===== config.mk =====
export PLATFORM = sky130hd
export DESIGN_NAME = serial_compare_ctrl
export DESIGN_NICKNAME = d
export VERILOG_FILES = /design/src/rtl/cmp_pkg.sv /design/src/rtl/serial_cmp_core.sv /design/src/rtl/serial_compare_ctrl.sv
export SDC_FILE = /design/constraint.sdc
export NUM_CORES = 1
export LEC_CHECK = 0
export BUFFER_PORTS_ARGS = -buffer_cell sky130_fd_sc_hd__buf_2
export CORE_AREA = 2 2 44 46
export DETAILED_ROUTE_END_ITERATION = 8
export DIE_AREA = 0 0 46 48
export GPL_TIMING_DRIVEN = 1
export PLACE_DENSITY = 0.85
export SETUP_SLACK_MARGIN = 0.1
export SLEW_MARGIN = 5
export SYNTH_ARGS = -nofsm -noshare
export SYNTH_HDL_FRONTEND = slang
export SYNTH_SLANG_ARGS = --single-unit

===== constraint.sdc =====
create_clock -name clk -period 3.75 [get_ports clk]
set_input_delay 0.1875 -clock clk [delete_from_list [all_inputs] [get_ports clk]]
set_output_delay 0.1875 -clock clk [all_outputs]
set_load 0.01 [all_outputs]

===== src/rtl/cmp_pkg.sv =====
// Shared encodings for the bit-serial magnitude comparator.
// Result vectors are ordered {eq, gt, lt}.
package cmp_pkg;

  typedef enum logic [1:0] {
    S_IDLE  = 2'd0,
    S_SHIFT = 2'd1,
    S_DONE  = 2'd2
  } state_t;

  localparam logic [2:0] R_EQ = 3'b100;
  localparam logic [2:0] R_GT = 3'b010;
  localparam logic [2:0] R_LT = 3'b001;

endpackage : cmp_pkg


===== src/rtl/serial_cmp_core.sv =====
// MSB-first serial compare core: sticky eq/gt/lt flags.
// The next-flag outputs let the sequencer capture a decision on the same edge as the last bit.
module serial_cmp_core
  import cmp_pkg::*;
(
  input  logic clk,
  input  logic reset,
  input  logic clr,
  input  logic en,
  input  logic a_bit,
  input  logic b_bit,
  output logic eq,
  output logic gt,
  output logic lt,
  output logic eq_next,
  output logic gt_next,
  output logic lt_next
);

  logic [2:0] r_flags;
  logic [2:0] w_flags_next;

  // Only the first differing bit may move the flags away from eq.
  always_comb begin
    w_flags_next = r_flags;
    if (clr) begin
      w_flags_next = R_EQ;
    end else if (en && (r_flags == R_EQ) && (a_bit != b_bit)) begin
      w_flags_next = a_bit ? R_GT : R_LT;
    end
  end

  always_ff @(posedge clk) begin
    if (reset) begin
      r_flags <= R_EQ;
    end else begin
      r_flags <= w_flags_next;
    end
  end

  assign {eq, gt, lt}                = r_flags;
  assign {eq_next, gt_next, lt_next} = w_flags_next;

endmodule : serial_cmp_core


===== src/rtl/serial_compare_ctrl.sv =====
// Sequencer: accepts parallel operands, shifts them MSB-first through serial_cmp_core,
// and reports eq/gt/lt with a one-cycle done pulse.
module serial_compare_ctrl
  import cmp_pkg::*;
#(
  parameter int W          = 4,
  parameter bit EARLY_EXIT = 1'b0
) (
  input  logic         clk,
  input  logic         reset,
  input  logic         start,
  input  logic [W-1:0] a_in,
  input  logic [W-1:0] b_in,
  output logic         ready,
  output logic         done,
  output logic         eq,
  output logic         gt,
  output logic         lt
);

  localparam int CW = (W > 1) ? $clog2(W) : 1;

  state_t         r_state;
  state_t         w_state_next;
  logic [W-1:0]   r_sa;
  logic [W-1:0]   r_sb;
  logic [CW-1:0]  r_cnt;
  logic [2:0]     r_res;

  logic w_accept;
  logic w_shift;
  logic w_a_bit;
  logic w_b_bit;
  logic w_first_diff;
  logic w_last;
  logic w_core_eq, w_core_gt, w_core_lt;
  logic w_eq_next, w_gt_next, w_lt_next;

  assign w_shift      = (r_state == S_SHIFT);
  assign w_a_bit      = r_sa[W-1];
  assign w_b_bit      = r_sb[W-1];
  assign w_first_diff = w_shift && ({w_core_eq, w_core_gt, w_core_lt} == R_EQ) && (w_a_bit != w_b_bit);
  assign w_last       = w_shift && ((r_cnt == '0) || (EARLY_EXIT && w_first_diff));

  serial_cmp_core u_core (
    .clk     (clk),
    .reset   (reset),
    .clr     (w_accept),
    .en      (w_shift),
    .a_bit   (w_a_bit),
    .b_bit   (w_b_bit),
    .eq      (w_core_eq),
    .gt      (w_core_gt),
    .lt      (w_core_lt),
    .eq_next (w_eq_next),
    .gt_next (w_gt_next),
    .lt_next (w_lt_next)
  );

  always_comb begin
    w_state_next = r_state;
    ready        = 1'b0;
    done         = 1'b0;
    w_accept     = 1'b0;
    case (r_state)
      S_IDLE: begin
        ready = 1'b1;
        if (start) begin
          w_accept     = 1'b1;
          w_state_next = S_SHIFT;
        end
      end
      S_SHIFT: begin
        if (w_last) w_state_next = S_DONE;
      end
      S_DONE: begin
        done         = 1'b1;
        w_state_next = S_IDLE;
      end
      default: w_state_next = S_IDLE;
    endcase
  end

  always_ff @(posedge clk) begin
    if (reset) begin
      r_state <= S_IDLE;
      r_sa    <= '0;
      r_sb    <= '0;
      r_cnt   <= '0;
      r_res   <= '0;
    end else begin
      r_state <= w_state_next;
      if (w_accept) begin
        r_sa  <= a_in;
        r_sb  <= b_in;
        r_cnt <= CW'(W - 1);
        r_res <= '0;
      end else if (w_shift) begin
        r_sa <= r_sa << 1;
        r_sb <= r_sb << 1;
        // Hold at zero on the exit edge so the counter never wraps.
        if (r_cnt != '0) r_cnt <= r_cnt - 1'b1;
        if (w_last) r_res <= {w_eq_next, w_gt_next, w_lt_next};
      end
    end
  end

  assign {eq, gt, lt} = r_res;

endmodule : serial_compare_ctrl


; ---- Word level (Yosys, flattened, before mapping)
; Index checks and enable logic that the tools add are counted.
[classes]
mux = 17
reduce_logical = 12
add_sub_neg = 1
eq_ne = 6
[ops]
columns = op, count
row1 = $mux 4, 4
row2 = $mux 2, 6
row3 = $mux 3, 2
row4 = $reduce_and 2->1, 3
row5 = $reduce_bool 2->1, 3
row6 = $logic_not 2->1, 2
row7 = $mux 1, 4
row8 = $ne 2x2->1 const B, 2
row9 = $pmux 2 s2, 1
row10 = $eq 3x3->1 const B, 1
row11 = $logic_and 1x1->1, 3
row12 = $eq 2x1->1 const B, 1
row13 = $eq 2x2->1 const B, 1
row14 = $reduce_or 2->1, 1
row15 = $sub 2x1->2 const B, 1
row16 = $ne 1x1->1, 1
[totals]
regBits = 18
word_cells = 42
output_inout_bits = 5
in_bits = 11

; ---- Depth between registers and ports, before layout
[depth]
ltp_word = 5
ltp_mapped = 5
ltp_nobuf = 5

; ---- Cells and area by module
; A second synthesis with hierarchy kept.
[hier_totals]
hier_cells = 85
hier_area_um2 = 795.8
[modules_own_cells]
columns = mod, cells_per_inst, area_per_inst_um2, seq_area_each_um2, n_inst
row1 = serial_compare_ctrl, 68, 640.6, 300.3, 1
row2 = serial_cmp_core, 17, 155.1, 60.1, 1

; ---- Worst setup path after synthesis
; OpenSTA, ideal clock, no wires.
[synth_path]
kind = reg2reg
start = register r_cnt[0]
end = register r_cnt[0]
path_buffers = 0
arrival_time_ns = 1.224
path_stages_with_launch = 6
path_slack_ns = 2.389
setup_ns = 0.137
path_cell_list = dfxtp_1 inv_1 ha_1 or3b_2 o21ai_0 a211oi_1
[synth_between]
elab_chain_cells = 4
elab_cells_between_ends = 7
classes_between = add/sub: 1 / mux: 3 / reduce/logical: 3
[synth_lines]
columns = element, line_no
row1 = from (decl), serial_compare_ctrl.sv:27  ; logic [CW-1:0] r_cnt;
row2 = from (signal assigned), serial_compare_ctrl.sv:96  ; r_cnt <= CW'(W - 1);
row3 = from (signal assigned), serial_compare_ctrl.sv:102  ; if (r_cnt != '0) r_cnt <= r_cnt - 1'b1;
row4 = $sub 2x1->2, serial_compare_ctrl.sv:102
row5 = $mux 2, serial_compare_ctrl.sv:102
row6 = $mux 2, serial_compare_ctrl.sv:98  ; end else if (w_shift) begin
row7 = $mux 2, serial_compare_ctrl.sv:93  ; if (w_accept) begin
; Parallel ways exist; a longest one is shown, timed or not. The select of a mux whose other input is x is not followed.
; A chain may end at the register's enable or synchronous reset.

; ---- Final worst setup path
[layout_path]
start = register r_state[0]
end = output ready
[layout_between]
elab_chain_cells = 2
[layout_lines]
columns = element, line_no
row1 = from (decl), serial_compare_ctrl.sv:23  ; state_t r_state;
row2 = from (signal assigned), serial_compare_ctrl.sv:92  ; r_state <= w_state_next;
row3 = $logic_not 2->1, serial_compare_ctrl.sv:65  ; case (r_state)
row4 = $mux 1, serial_compare_ctrl.sv:65
row5 = to (decl), serial_compare_ctrl.sv:14  ; output logic ready,
; No other way between the ends.

==> run_results.csv <==
group,metric,value,unit
outcome,outcome,"complete, no violations",
critical_path,reg2regPathDepth,3,
drt,dr.pass1.iters,4,
sta,worst_slew_pin_slew,0.691,ns
floorplanning,placementRows,15,
synth,synth.distinct_cells,33,
synth,synth_ff_type,"dfxtp_1",
synth,synth_largest_area_cell,"dfxtp_1",
floorplanning,die_x,46,um
grt,grt_pass1_wl,2.88,mm
sta,rsz0062_at_grt,"false",
synth,synth_area,903,sq um
sta,max_freq,618,MHz
critical_path,crit_type,"reg2out",
synth,syn_area_per_cell,8.86,sq um
cts,hold_buffers,0,
power,p_leak,0.000410,uW
placed_design,port_buffers,15,
synth,yosysMostFrequentCell,"dfxtp_1",
floorplanning,start_util,53.5,%
finish,fin_nets,129,
sta,finalSetupViolCount,0,
hold_path,hold_depth,3,
synth,synthCells,102,
drt,vias,780,
finish,n_antenna_cell,0,
drt,wl,1.76,mm
cts,cts_tree,"yes",
grt,track_usage,18.9,%
hold_path,whs_endpoint,"r_sa[0]$_SDFFE_PP0P_",
sta,final.setup.tns,0,ns
sta,finalCriticalPeriod,1.62,ns
drt,ant_nets,0,
cts,path_clk_slew,0.10,ns
cts,cts_buffer_depth,2,
placed_design,gp_congestion,0.821,
synth,synthTopCellsByCount,"dfxtp_1, nor2_1, a21oi_1",
cts,numCtsBuffers,3,
critical_path,rr_startpoint,"r_state[0]$_SDFFE_PP0P_",
cts,cts_sinks,18,
floorplanning,fp.dieArea,2210,sq um
cts,cts_setup_buffers,0,
synth,synth_area_leaders,"dfxtp_1, nor2_1, a21oi_1",
sta,slew_violations,0,
placed_design,placedCellCount,129,
finish,drive_gt1_share,23.5,%
hold_path,min_from,"a_in[0]",
finish,area_growth,9.28,%
sta,finClkSkew,0.00289,ns
grt,first_global_vias,631,
grt,antenna_found_initial,0,
synth,synth_edf_count,0,
grt,grt_max_degree,20,
drt,drtIter0Drc,10,
floorplanning,die_y,48,um
hold_path,hold_class,"in2reg",
floorplanning,io_pins,16,
critical_path,required,3.56,ns
critical_path,worst-r2r-setup-slack,2.18,ns
synth,synth_nets,114,
critical_path,cp_max_fo,19,
cts,clock-root-buffer,"clkbuf_4",
run,max-cap-violations,0,
power,p_per_area,422,nW/um^2
cts,h-tree-depth,1,
critical_path,crit_arrival,1.43,ns
drt,viasPerCell,5.91,
cts,cts_repair_resize_count,0,
synth,synth_top_area_share,39.9,%
grt,overflow,0,
synth,ys_ff_latch,18,
synth,async_reset_ff_share,0,%
synth,ys_warn_count,0,
floorplanning,core_area,1690,sq um
critical_path,r2r_end,"u_core.r_flags[2]$_SDFF_PP1_",
sta,slew_headroom,53.9,%
sta,hold_viol,0,
cts,clk_latency,0.29,ns
drt,post_drt_wl_per_cell,13.4,um
critical_path,end_kind,"primary output",
power,peakVddDrop,0.271,mV
placed_design,place_hpwl,1.30,mm
critical_path,start_kind,"flip-flop",
finish,fin_cells,132,
drt,drc_errors,0,
synth,yosysSeqAreaShare,39.9,%
sta,period_share,43.2,%
-- worst max-delay path: stages (launching register included) --
cell     delay [ns]
dfxtp_1        0.78
nor2_1         0.18
buf_2          0.18
-- layer usage --
| metal | track usage (%) | vias to the layer above | wire, um |
|---|---|---|---|
| met2 | 27.2 | 22 | 797 |
| met4 | 8.57 | 0 | 16 |
| li1 | - | 398 | - |
| met5 | 0 | - | 0 |
| met3 | 4.53 | 2 | 76 |
| met1 | 26.5 | 358 | 874 |
-- area by class of cell --
cell class	count	area [sq um]
Clock buffer	3	22.5
Fill cell	158	702
Inverter	8	30.0
Multi-Input combinational cell	71	478
Sequential cell	18	360
Tap cell	17	21.3
Timing Repair Buffer	15	75.1
-- cell usage in the layout (no fill, tap or decap), types with 3 or more instances in the layout --
cell type and instances:
a211oi_1 4, nor3_1 3, inv_1 8, o221ai_1 3, dfxtp_1 18, a21oi_1 10, clkbuf_4 3, nand2b_1 4
o21ai_0 5, nor2_1 15, buf_2 15
-- metrics by stage --
| stage | total power, uW | utilization (%) | hold WS, ns | setup slack [ns] | area [sq um] |
|---|---|---|---|---|---|
| floorplan | 304 | - | 0.259 | 2.39 | 903 |
| global placement | 322 | 57.1 | 0.441 | 2.29 | 965 |
| detailed placement | 325 | 57.1 | 0.452 | 2.21 | 965 |
| CTS | 418 | 58.4 | 0.137 | 2.13 | 987 |
| global route | 445 | 58.4 | 0.132 | 2.03 | 987 |
| finish | 416 | 58.4 | 0.140 | 2.13 | 987 |
-- cells by family (layout without fill, tap and decap cells) --
family / count (synthesis) / after routing / synth area share (%)
simple gates: 35 / 35 / 24.1
compound gates: 32 / 32 / 24.2
flops: 18 / 18 / 39.9
buf+inv: 13 / 26 / 7.20
mux: 2 / 2 / 2.22
fa+ha+maj: 1 / 1 / 1.38
xor+xnor: 1 / 1 / 0.970
-- worst max-delay path by stage --
stage                                 start                      endpoint  slack [ns]  depth (start not counted)
floorplan             r_cnt[0]$_SDFFE_PP0P_         r_cnt[0]$_SDFFE_PP0P_        2.39                          5
global placement    r_state[0]$_SDFFE_PP0P_  u_core.r_flags[2]$_SDFF_PP1_        2.29                          3
detailed placement  r_state[0]$_SDFFE_PP0P_  u_core.r_flags[2]$_SDFF_PP1_        2.21                          3
CTS                 r_state[0]$_SDFFE_PP0P_                         ready        2.13                          2
global route        r_state[1]$_SDFFE_PP0P_                          done        2.03                          3
finish              r_state[0]$_SDFFE_PP0P_                         ready        2.13                          2
-- flip-flops by register name (all words and copies together) (netlist names) --
signal / cells
r_res: 3
u_core.r_flags: 3
r_sb: 4
r_state: 2
r_cnt: 2
r_sa: 4
-- power breakdown --
part           switching (uW)  internal [uW]  total [uW]
Sequential               19.7            208         228
Combinational            49.1           44.8        93.9
Clock                    57.1           37.3        94.4
(Power assumes the default switching activity.)
